--- config.mk ---
export PLATFORM = sky130hd
export DESIGN_NAME = divisor_scheduler_flat
export DESIGN_NICKNAME = d
export VERILOG_FILES = /design/src/rtl/divisor_scheduler_if.sv /design/src/rtl/divisor_scheduler.sv /design/src/flat_wrapper.sv
export SDC_FILE = /design/constraint.sdc
export NUM_CORES = 1
export LEC_CHECK = 0
export CORE_MARGIN = 2
export CORE_UTILIZATION = 50
export DETAILED_ROUTE_END_ITERATION = 8
export GPL_ROUTABILITY_DRIVEN = 0
export PLACE_DENSITY = 0.76
export SYNTH_ARGS = -nofsm -noshare
export SYNTH_HDL_FRONTEND = slang
export SYNTH_SLANG_ARGS = --single-unit
--- constraint.sdc ---
create_clock -name clk -period 2 [get_ports clk]
set_input_delay 0.5 -clock clk [delete_from_list [all_inputs] [get_ports clk]]
set_output_delay 0.5 -clock clk [all_outputs]
set_load 0.03 [all_outputs]
--- src/rtl/divisor_scheduler_if.sv ---
// Stream and divider handshake bundle for divisor_scheduler.
// slave is the scheduler's view; master is the surrounding environment's view.
interface divisor_scheduler_if #(
    parameter int SIZE = 8
);
    logic            in_valid;
    logic            in_ready;
    logic [SIZE-1:0] in_num;
    logic [SIZE-1:0] in_den;
    logic            div_start;
    logic [SIZE-1:0] div_num;
    logic [SIZE-1:0] div_den;
    logic            div_done;
    logic [SIZE-1:0] div_coc;
    logic [SIZE-1:0] div_res;
    logic            out_valid;
    logic            out_ready;
    logic [SIZE-1:0] out_coc;
    logic [SIZE-1:0] out_res;
    logic            out_dz;
    logic            out_err;

    modport slave (
        input  in_valid, in_num, in_den, div_done, div_coc, div_res, out_ready,
        output in_ready, div_start, div_num, div_den,
               out_valid, out_coc, out_res, out_dz, out_err
    );

    modport master (
        output in_valid, in_num, in_den, div_done, div_coc, div_res, out_ready,
        input  in_ready, div_start, div_num, div_den,
               out_valid, out_coc, out_res, out_dz, out_err
    );
endinterface

--- src/rtl/divisor_scheduler.sv ---
// Request FIFO and sequencer in front of the divider: one division in flight,
// local divide-by-zero results, and a watchdog for a divider that never finishes.
module divisor_scheduler #(
    parameter int SIZE    = 8,
    parameter int DEPTH   = 4,
    parameter int TIMEOUT = 64
) (
    input  logic               clk,
    input  logic               rst_n,
    divisor_scheduler_if.slave bus
);
    // state | meaning
    // IDLE  | wait for a queued request and a free output register; dz resolved here
    // ISSUE | start pulse to the divider, watchdog armed
    // BUSY  | waiting for div_done or watchdog expiry
    typedef enum logic [1:0] {IDLE, ISSUE, BUSY} state_t;

    localparam int PW = $clog2(DEPTH);
    localparam int CW = PW + 1;
    localparam int WW = $clog2(TIMEOUT);

    logic [SIZE-1:0] num_mem_q [DEPTH];
    logic [SIZE-1:0] den_mem_q [DEPTH];
    logic [PW-1:0]   wr_ptr_q, rd_ptr_q;
    logic [CW-1:0]   cnt_q;
    logic            full, empty, push, pop;

    state_t          state_q, state_d;
    logic [WW-1:0]   wd_q, wd_d;
    logic [SIZE-1:0] div_num_q, div_num_d, div_den_q, div_den_d;
    logic            out_valid_q, out_valid_d;
    logic [SIZE-1:0] out_coc_q, out_coc_d, out_res_q, out_res_d;
    logic            out_dz_q, out_dz_d, out_err_q, out_err_d;

    assign full  = (cnt_q == CW'(DEPTH));
    assign empty = (cnt_q == '0);
    // A full FIFO refuses the push even when a pop happens in the same cycle.
    assign push  = bus.in_valid && !full;

    always_ff @(posedge clk or negedge rst_n) begin
        if (!rst_n) begin
            for (int i = 0; i < DEPTH; i++) begin
                num_mem_q[i] <= '0;
                den_mem_q[i] <= '0;
            end
            wr_ptr_q <= '0;
            rd_ptr_q <= '0;
            cnt_q    <= '0;
        end else begin
            if (push) begin
                num_mem_q[wr_ptr_q] <= bus.in_num;
                den_mem_q[wr_ptr_q] <= bus.in_den;
                wr_ptr_q            <= wr_ptr_q + PW'(1);
            end
            if (pop) rd_ptr_q <= rd_ptr_q + PW'(1);
            case ({push, pop})
                2'b10:   cnt_q <= cnt_q + CW'(1);
                2'b01:   cnt_q <= cnt_q - CW'(1);
                default: cnt_q <= cnt_q;
            endcase
        end
    end

    always_ff @(posedge clk or negedge rst_n) begin
        if (!rst_n) begin
            state_q     <= IDLE;
            wd_q        <= '0;
            div_num_q   <= '0;
            div_den_q   <= '0;
            out_valid_q <= 1'b0;
            out_coc_q   <= '0;
            out_res_q   <= '0;
            out_dz_q    <= 1'b0;
            out_err_q   <= 1'b0;
        end else begin
            state_q     <= state_d;
            wd_q        <= wd_d;
            div_num_q   <= div_num_d;
            div_den_q   <= div_den_d;
            out_valid_q <= out_valid_d;
            out_coc_q   <= out_coc_d;
            out_res_q   <= out_res_d;
            out_dz_q    <= out_dz_d;
            out_err_q   <= out_err_d;
        end
    end

    always_comb begin
        state_d     = state_q;
        wd_d        = wd_q;
        div_num_d   = div_num_q;
        div_den_d   = div_den_q;
        out_valid_d = out_valid_q;
        out_coc_d   = out_coc_q;
        out_res_d   = out_res_q;
        out_dz_d    = out_dz_q;
        out_err_d   = out_err_q;
        pop         = 1'b0;

        if (out_valid_q && bus.out_ready) out_valid_d = 1'b0;

        case (state_q)
            IDLE: begin
                if (!empty && (!out_valid_q || bus.out_ready)) begin
                    pop = 1'b1;
                    if (den_mem_q[rd_ptr_q] == '0) begin
                        out_valid_d = 1'b1;
                        out_coc_d   = '1;
                        out_res_d   = num_mem_q[rd_ptr_q];
                        out_dz_d    = 1'b1;
                        out_err_d   = 1'b0;
                    end else begin
                        div_num_d = num_mem_q[rd_ptr_q];
                        div_den_d = den_mem_q[rd_ptr_q];
                        state_d   = ISSUE;
                    end
                end
            end
            ISSUE: begin
                // Watchdog counts down; expiry on the TIMEOUT-th BUSY cycle.
                wd_d    = WW'(TIMEOUT - 1);
                state_d = BUSY;
            end
            BUSY: begin
                if (bus.div_done) begin
                    out_valid_d = 1'b1;
                    out_coc_d   = bus.div_coc;
                    out_res_d   = bus.div_res;
                    out_dz_d    = 1'b0;
                    out_err_d   = 1'b0;
                    state_d     = IDLE;
                end else if (wd_q == '0) begin
                    out_valid_d = 1'b1;
                    out_coc_d   = '0;
                    out_res_d   = '0;
                    out_dz_d    = 1'b0;
                    out_err_d   = 1'b1;
                    state_d     = IDLE;
                end else begin
                    wd_d = wd_q - WW'(1);
                end
            end
            default: state_d = IDLE;
        endcase
    end

    assign bus.in_ready  = !full;
    assign bus.div_start = (state_q == ISSUE);
    assign bus.div_num   = div_num_q;
    assign bus.div_den   = div_den_q;
    assign bus.out_valid = out_valid_q;
    assign bus.out_coc   = out_coc_q;
    assign bus.out_res   = out_res_q;
    assign bus.out_dz    = out_dz_q;
    assign bus.out_err   = out_err_q;
endmodule

--- src/flat_wrapper.sv ---
// flat-port wrapper written by rule: the top's interface ports become plain ports
module divisor_scheduler_flat 
#(
    parameter int SIZE    = 8,
    parameter int DEPTH   = 4,
    parameter int TIMEOUT = 64
)
  (clk, rst_n, bus_in_valid, bus_in_num, bus_in_den, bus_div_done, bus_div_coc, bus_div_res, bus_out_ready, bus_in_ready, bus_div_start, bus_div_num, bus_div_den, bus_out_valid, bus_out_coc, bus_out_res, bus_out_dz, bus_out_err);
  divisor_scheduler_if #(.SIZE(SIZE)) bus_i ();
  input  logic clk;
  input  logic rst_n;
  input wire logic [$bits(bus_i.in_valid)-1:0] bus_in_valid;
  input wire logic [$bits(bus_i.in_num)-1:0] bus_in_num;
  input wire logic [$bits(bus_i.in_den)-1:0] bus_in_den;
  input wire logic [$bits(bus_i.div_done)-1:0] bus_div_done;
  input wire logic [$bits(bus_i.div_coc)-1:0] bus_div_coc;
  input wire logic [$bits(bus_i.div_res)-1:0] bus_div_res;
  input wire logic [$bits(bus_i.out_ready)-1:0] bus_out_ready;
  output wire logic [$bits(bus_i.in_ready)-1:0] bus_in_ready;
  output wire logic [$bits(bus_i.div_start)-1:0] bus_div_start;
  output wire logic [$bits(bus_i.div_num)-1:0] bus_div_num;
  output wire logic [$bits(bus_i.div_den)-1:0] bus_div_den;
  output wire logic [$bits(bus_i.out_valid)-1:0] bus_out_valid;
  output wire logic [$bits(bus_i.out_coc)-1:0] bus_out_coc;
  output wire logic [$bits(bus_i.out_res)-1:0] bus_out_res;
  output wire logic [$bits(bus_i.out_dz)-1:0] bus_out_dz;
  output wire logic [$bits(bus_i.out_err)-1:0] bus_out_err;
  assign bus_i.in_valid = bus_in_valid;
  assign bus_i.in_num = bus_in_num;
  assign bus_i.in_den = bus_in_den;
  assign bus_i.div_done = bus_div_done;
  assign bus_i.div_coc = bus_div_coc;
  assign bus_i.div_res = bus_div_res;
  assign bus_i.out_ready = bus_out_ready;
  assign bus_in_ready = bus_i.in_ready;
  assign bus_div_start = bus_i.div_start;
  assign bus_div_num = bus_i.div_num;
  assign bus_div_den = bus_i.div_den;
  assign bus_out_valid = bus_i.out_valid;
  assign bus_out_coc = bus_i.out_coc;
  assign bus_out_res = bus_i.out_res;
  assign bus_out_dz = bus_i.out_dz;
  assign bus_out_err = bus_i.out_err;
  divisor_scheduler #(.SIZE(SIZE), .DEPTH(DEPTH), .TIMEOUT(TIMEOUT)) u_core (.clk(clk), .rst_n(rst_n), .bus(bus_i));
endmodule
==> impl_metrics.env, run 1 <==
export IMPL_finalNonFillerCells=698
export IMPL_r2r_start="u_core.rd_ptr_q[0]"
export IMPL_timing_final_hold_violations=0
export IMPL_grt_pass1_vias=4171
export IMPL_met3_wirelength_um=672
export IMPL_wire_length_of_the_first_global_routing_pass_mm=21.0
export IMPL_setup_total_negative_slack_ps=-8450
export IMPL_synth_avg_cell_area_um2=13.1
export IMPL_core_rowCount=38
export IMPL_critical_path_class="reg -> reg"
export IMPL_arrival_ps=2700
export IMPL_dp_hpwl_mm=8.99
export IMPL_period_needed_ps=2280
export IMPL_drcViolationCount=0
export IMPL_ctsHtreeMaxLevel=4
export IMPL_seq_area_frac_synth=0.509
export IMPL_min_delay_path_class="reg -> reg"
export IMPL_wl_met1_mm=5.72
export IMPL_design_area_mm2=0.00764
export IMPL_failed_checks="negative setup slack"
export IMPL_drt_iter0_drc=238
export IMPL_unrepaired_setup_endpoints_after_global_routing="true"
export IMPL_pin_count=74
export IMPL_powerDensity_mw_per_mm2=1950
export IMPL_post_synth_inst_count=428
export IMPL_cts_buffers_inserted=17
export IMPL_floorplan_die_area_mm2=0.0121
export IMPL_crit_path_max_fanout=8
export IMPL_layout_commonest_cell="sky130_fd_sc_hd__dfrtp_1"
export IMPL_critical_path_endpoint_type="flop"
export IMPL_die_y_um=110
export IMPL_clock_insertion_delay_worst_skew_ps=510
export IMPL_root_buffer="sky130_fd_sc_hd__clkbuf_8"
export IMPL_initial_core_utilization=0.515
export IMPL_drive_gt1_frac=0.400
export IMPL_first_pass_iters=5
export IMPL_final_cell_mix="110 x sky130_fd_sc_hd__dfrtp_1, 64 x sky130_fd_sc_hd__mux2_2, 37 x sky130_fd_sc_hd__buf_4, 35 x sky130_fd_sc_hd__clkdlybuf4s50_1, 35 x sky130_fd_sc_hd__dlygate4sd2_1"
export IMPL_slew_headroom=0.619
export IMPL_grt_start_max_net_pins=43
export IMPL_postSynthRegisterBits=114
export IMPL_met2WireLength_mm=6.95
export IMPL_synthesis_yosys_warnings=0
export IMPL_global_route_overflow_total=0
export IMPL_clock_sinks=114
export IMPL_setup_worst_path_start="u_core.rd_ptr_q[0]"
export IMPL_route_detailed_wl_per_inst_um=19.4
export IMPL_synth_nets=472
export IMPL_dr_total_vias=4077
export IMPL_nets=589
export IMPL_clock_fmax_ghz=0.438
export IMPL_insertedDiodeCount=0
export IMPL_number_of_failing_setup_endpoints_in_the_final_timing_report=35
export IMPL_top_layer="met4"
export IMPL_flow_area_growth_from_synthesis_pct=36.3
export IMPL_clock_tree_from_tritoncts="built"
export IMPL_drv_max_cap_violation_count=0
export IMPL_dpl_cell_area_mm2=0.00684
export IMPL_post_place_ws_ps=-502
export IMPL_antenna_found_initial=0
export IMPL_clock_tree_buffer_depth=2
export IMPL_io_buffers=73
export IMPL_number_of_unique_standard_cell_types_used_by_synthesis=51
export IMPL_power_static_leakage_nw=3.33
export IMPL_vdd_ir_drop_max_v=0.000844
export IMPL_via_per_inst=5.84
export IMPL_status="complete, but fails checks"
export IMPL_wp_data_required_ps=2410
export IMPL_cells_after_dpl=653
export IMPL_maxSlewViolCount=0
export IMPL_synth_edff_count=0
export IMPL_track_usage=0.232
export IMPL_die_w_um=110
export IMPL_ys_flop_type="sky130_fd_sc_hd__dfrtp_1"
export IMPL_clock_skew_final_ps=8.16
export IMPL_tightest_slew_ps=572
export IMPL_crit_path_start_kind="flop"
export IMPL_core_mm2=0.0109
export IMPL_antenna_left=0
export IMPL_timing_final_ws_setup_ps=-284
export IMPL_routed_wl_mm=13.5
export IMPL_min_period_over_period=1.14
export IMPL_finalHoldWorstSlack_ps=501
export IMPL_clk_pin_slew_ps=60
export IMPL_hold_start="u_core.num_mem_q[17]"
export IMPL_synth_area_mm2=0.00560
export IMPL_async_flop_share=1.00
[path summary, 6_finish.rpt]
check,slack [ps],cells after the start,end
worst max-delay path,-280,6,u_core.bus.out_coc[7]
worst min-delay path,500,1,u_core.num_mem_q[17]
worst max register to register,-280,6,u_core.bus.out_coc[7]
worst min register to register,500,1,u_core.num_mem_q[17]
max in group asynchronous,830,3,u_core.den_mem_q[7]
min in group asynchronous,540,2,u_core.bus.out_coc[4]
[synthesized netlist by cell type, types with 2 or more instances]
master | number | area [um^2]
sky130_fd_sc_hd__nand2_1 | 26 | 97.6
sky130_fd_sc_hd__a21o_1 | 9 | 67.6
sky130_fd_sc_hd__mux4_2 | 16 | 360
sky130_fd_sc_hd__a22o_1 | 8 | 70.1
sky130_fd_sc_hd__a21oi_1 | 2 | 10.0
sky130_fd_sc_hd__a22oi_1 | 8 | 60.1
sky130_fd_sc_hd__o2111ai_1 | 8 | 70.1
sky130_fd_sc_hd__nor4_4 | 2 | 42.5
sky130_fd_sc_hd__a31oi_1 | 2 | 12.5
sky130_fd_sc_hd__mux2_2 | 64 | 721
sky130_fd_sc_hd__mux2_4 | 9 | 135
sky130_fd_sc_hd__o21ai_0 | 11 | 55.1
sky130_fd_sc_hd__buf_2 | 5 | 25.0
sky130_fd_sc_hd__buf_4 | 3 | 22.5
sky130_fd_sc_hd__mux2_1 | 7 | 78.8
sky130_fd_sc_hd__nor2_1 | 24 | 90.1
sky130_fd_sc_hd__dfrtp_1 | 114 | 2850
sky130_fd_sc_hd__inv_1 | 11 | 41.3
sky130_fd_sc_hd__a31o_2 | 8 | 70.1
sky130_fd_sc_hd__xnor2_1 | 3 | 26.3
sky130_fd_sc_hd__a211oi_1 | 12 | 90.1
sky130_fd_sc_hd__ha_1 | 6 | 75.1
sky130_fd_sc_hd__nor2b_1 | 3 | 18.8
sky130_fd_sc_hd__nor3_1 | 4 | 20.0
sky130_fd_sc_hd__nand4_1 | 9 | 56.3
sky130_fd_sc_hd__a221oi_2 | 8 | 120
sky130_fd_sc_hd__a41oi_1 | 3 | 26.3
sky130_fd_sc_hd__xor2_1 | 3 | 26.3
sky130_fd_sc_hd__clkbuf_1 | 18 | 67.6
[flip-flops by register name, indices dropped and copies added (netlist names), 3 cells and up]
| signal | flops |
|---|---|
| u_core.den_mem_q | 32 |
| u_core.num_mem_q | 32 |
| u_core.bus.div_den | 8 |
| u_core.bus.div_num | 8 |
| u_core.bus.out_coc | 8 |
| u_core.bus.out_res | 8 |
| u_core.wd_q | 6 |
| u_core.cnt_q | 3 |
[what timing repair did]
action,CTS,global route
endpoints found under the hold margin,11,0
setup endpoints to repair,72,44
gates resized for setup,51,17
hold buffers,1,0
setup buffers,2,9
pin swaps,0,13
cloned,0,2
[per-layer routing]
layer  vias up  track usage
met3        16       0.0652
met2       136        0.387
met1      2067        0.294
met5         -            0
li1       1858            -
met4         0       0.0732
[cells by family (layout without fill, tap and decap cells)]
logic type,after synthesis,after routing,synth area share
multiplexers,97,97,0.233
adder cells (fa/ha/maj),7,7,0.0170
XOR/XNOR,6,6,0.00938
AND/OR/NAND/NOR,75,75,0.0690
buffers and inverters,40,170,0.0313
AO/OA/AOI/OAI,89,89,0.132
flip-flops,114,114,0.509
[worst max-delay path: stages, from the launching register on]
cell	delay, ps
sky130_fd_sc_hd__dfrtp_2	410
sky130_fd_sc_hd__buf_12	130
sky130_fd_sc_hd__mux4_2	560
sky130_fd_sc_hd__nor4_4	420
sky130_fd_sc_hd__buf_6	200
sky130_fd_sc_hd__nand3_4	160
sky130_fd_sc_hd__a221oi_2	300
[per-stage QoR]
step | power [mW] | util
after floorplan | 9.00 | -
after global placement | 11.2 | 0.628
after detailed placement | 11.5 | 0.628
after CTS | 14.5 | 0.686
after global routing | 15.7 | 0.701
final | 14.9 | 0.701
[cell type report]
type / count / area, um^2
tap: 140 / 175
timing repair buffer: 126 / 1270
multi-input combinational: 274 / 2700
clock inverter: 10 / 105
sequential: 114 / 2860
inverter: 12 / 45.0
fill: 730 / 3250
clock buffer: 22 / 483
[power by group]
part,switching [mW],leakage [nW],internal (mW)
sequential,0.779,1.33,3.50
clock,1.03,0.292,1.92
combinational,3.69,1.71,4.00
Note: power is estimated with default switching activity, not from simulation.
==> inputs of run 2 (changes only) <==
--- a/config.mk
+++ b/config.mk
@@ -5,6 +5,7 @@
 export SDC_FILE = /design/constraint.sdc
 export NUM_CORES = 1
 export LEC_CHECK = 0
+export CAP_MARGIN = 15
 export CORE_MARGIN = 2
 export CORE_UTILIZATION = 50
 export DETAILED_ROUTE_END_ITERATION = 8
==> results of run 2 <==
No change in the layout: final DEF, timing and power equal those of run 1.
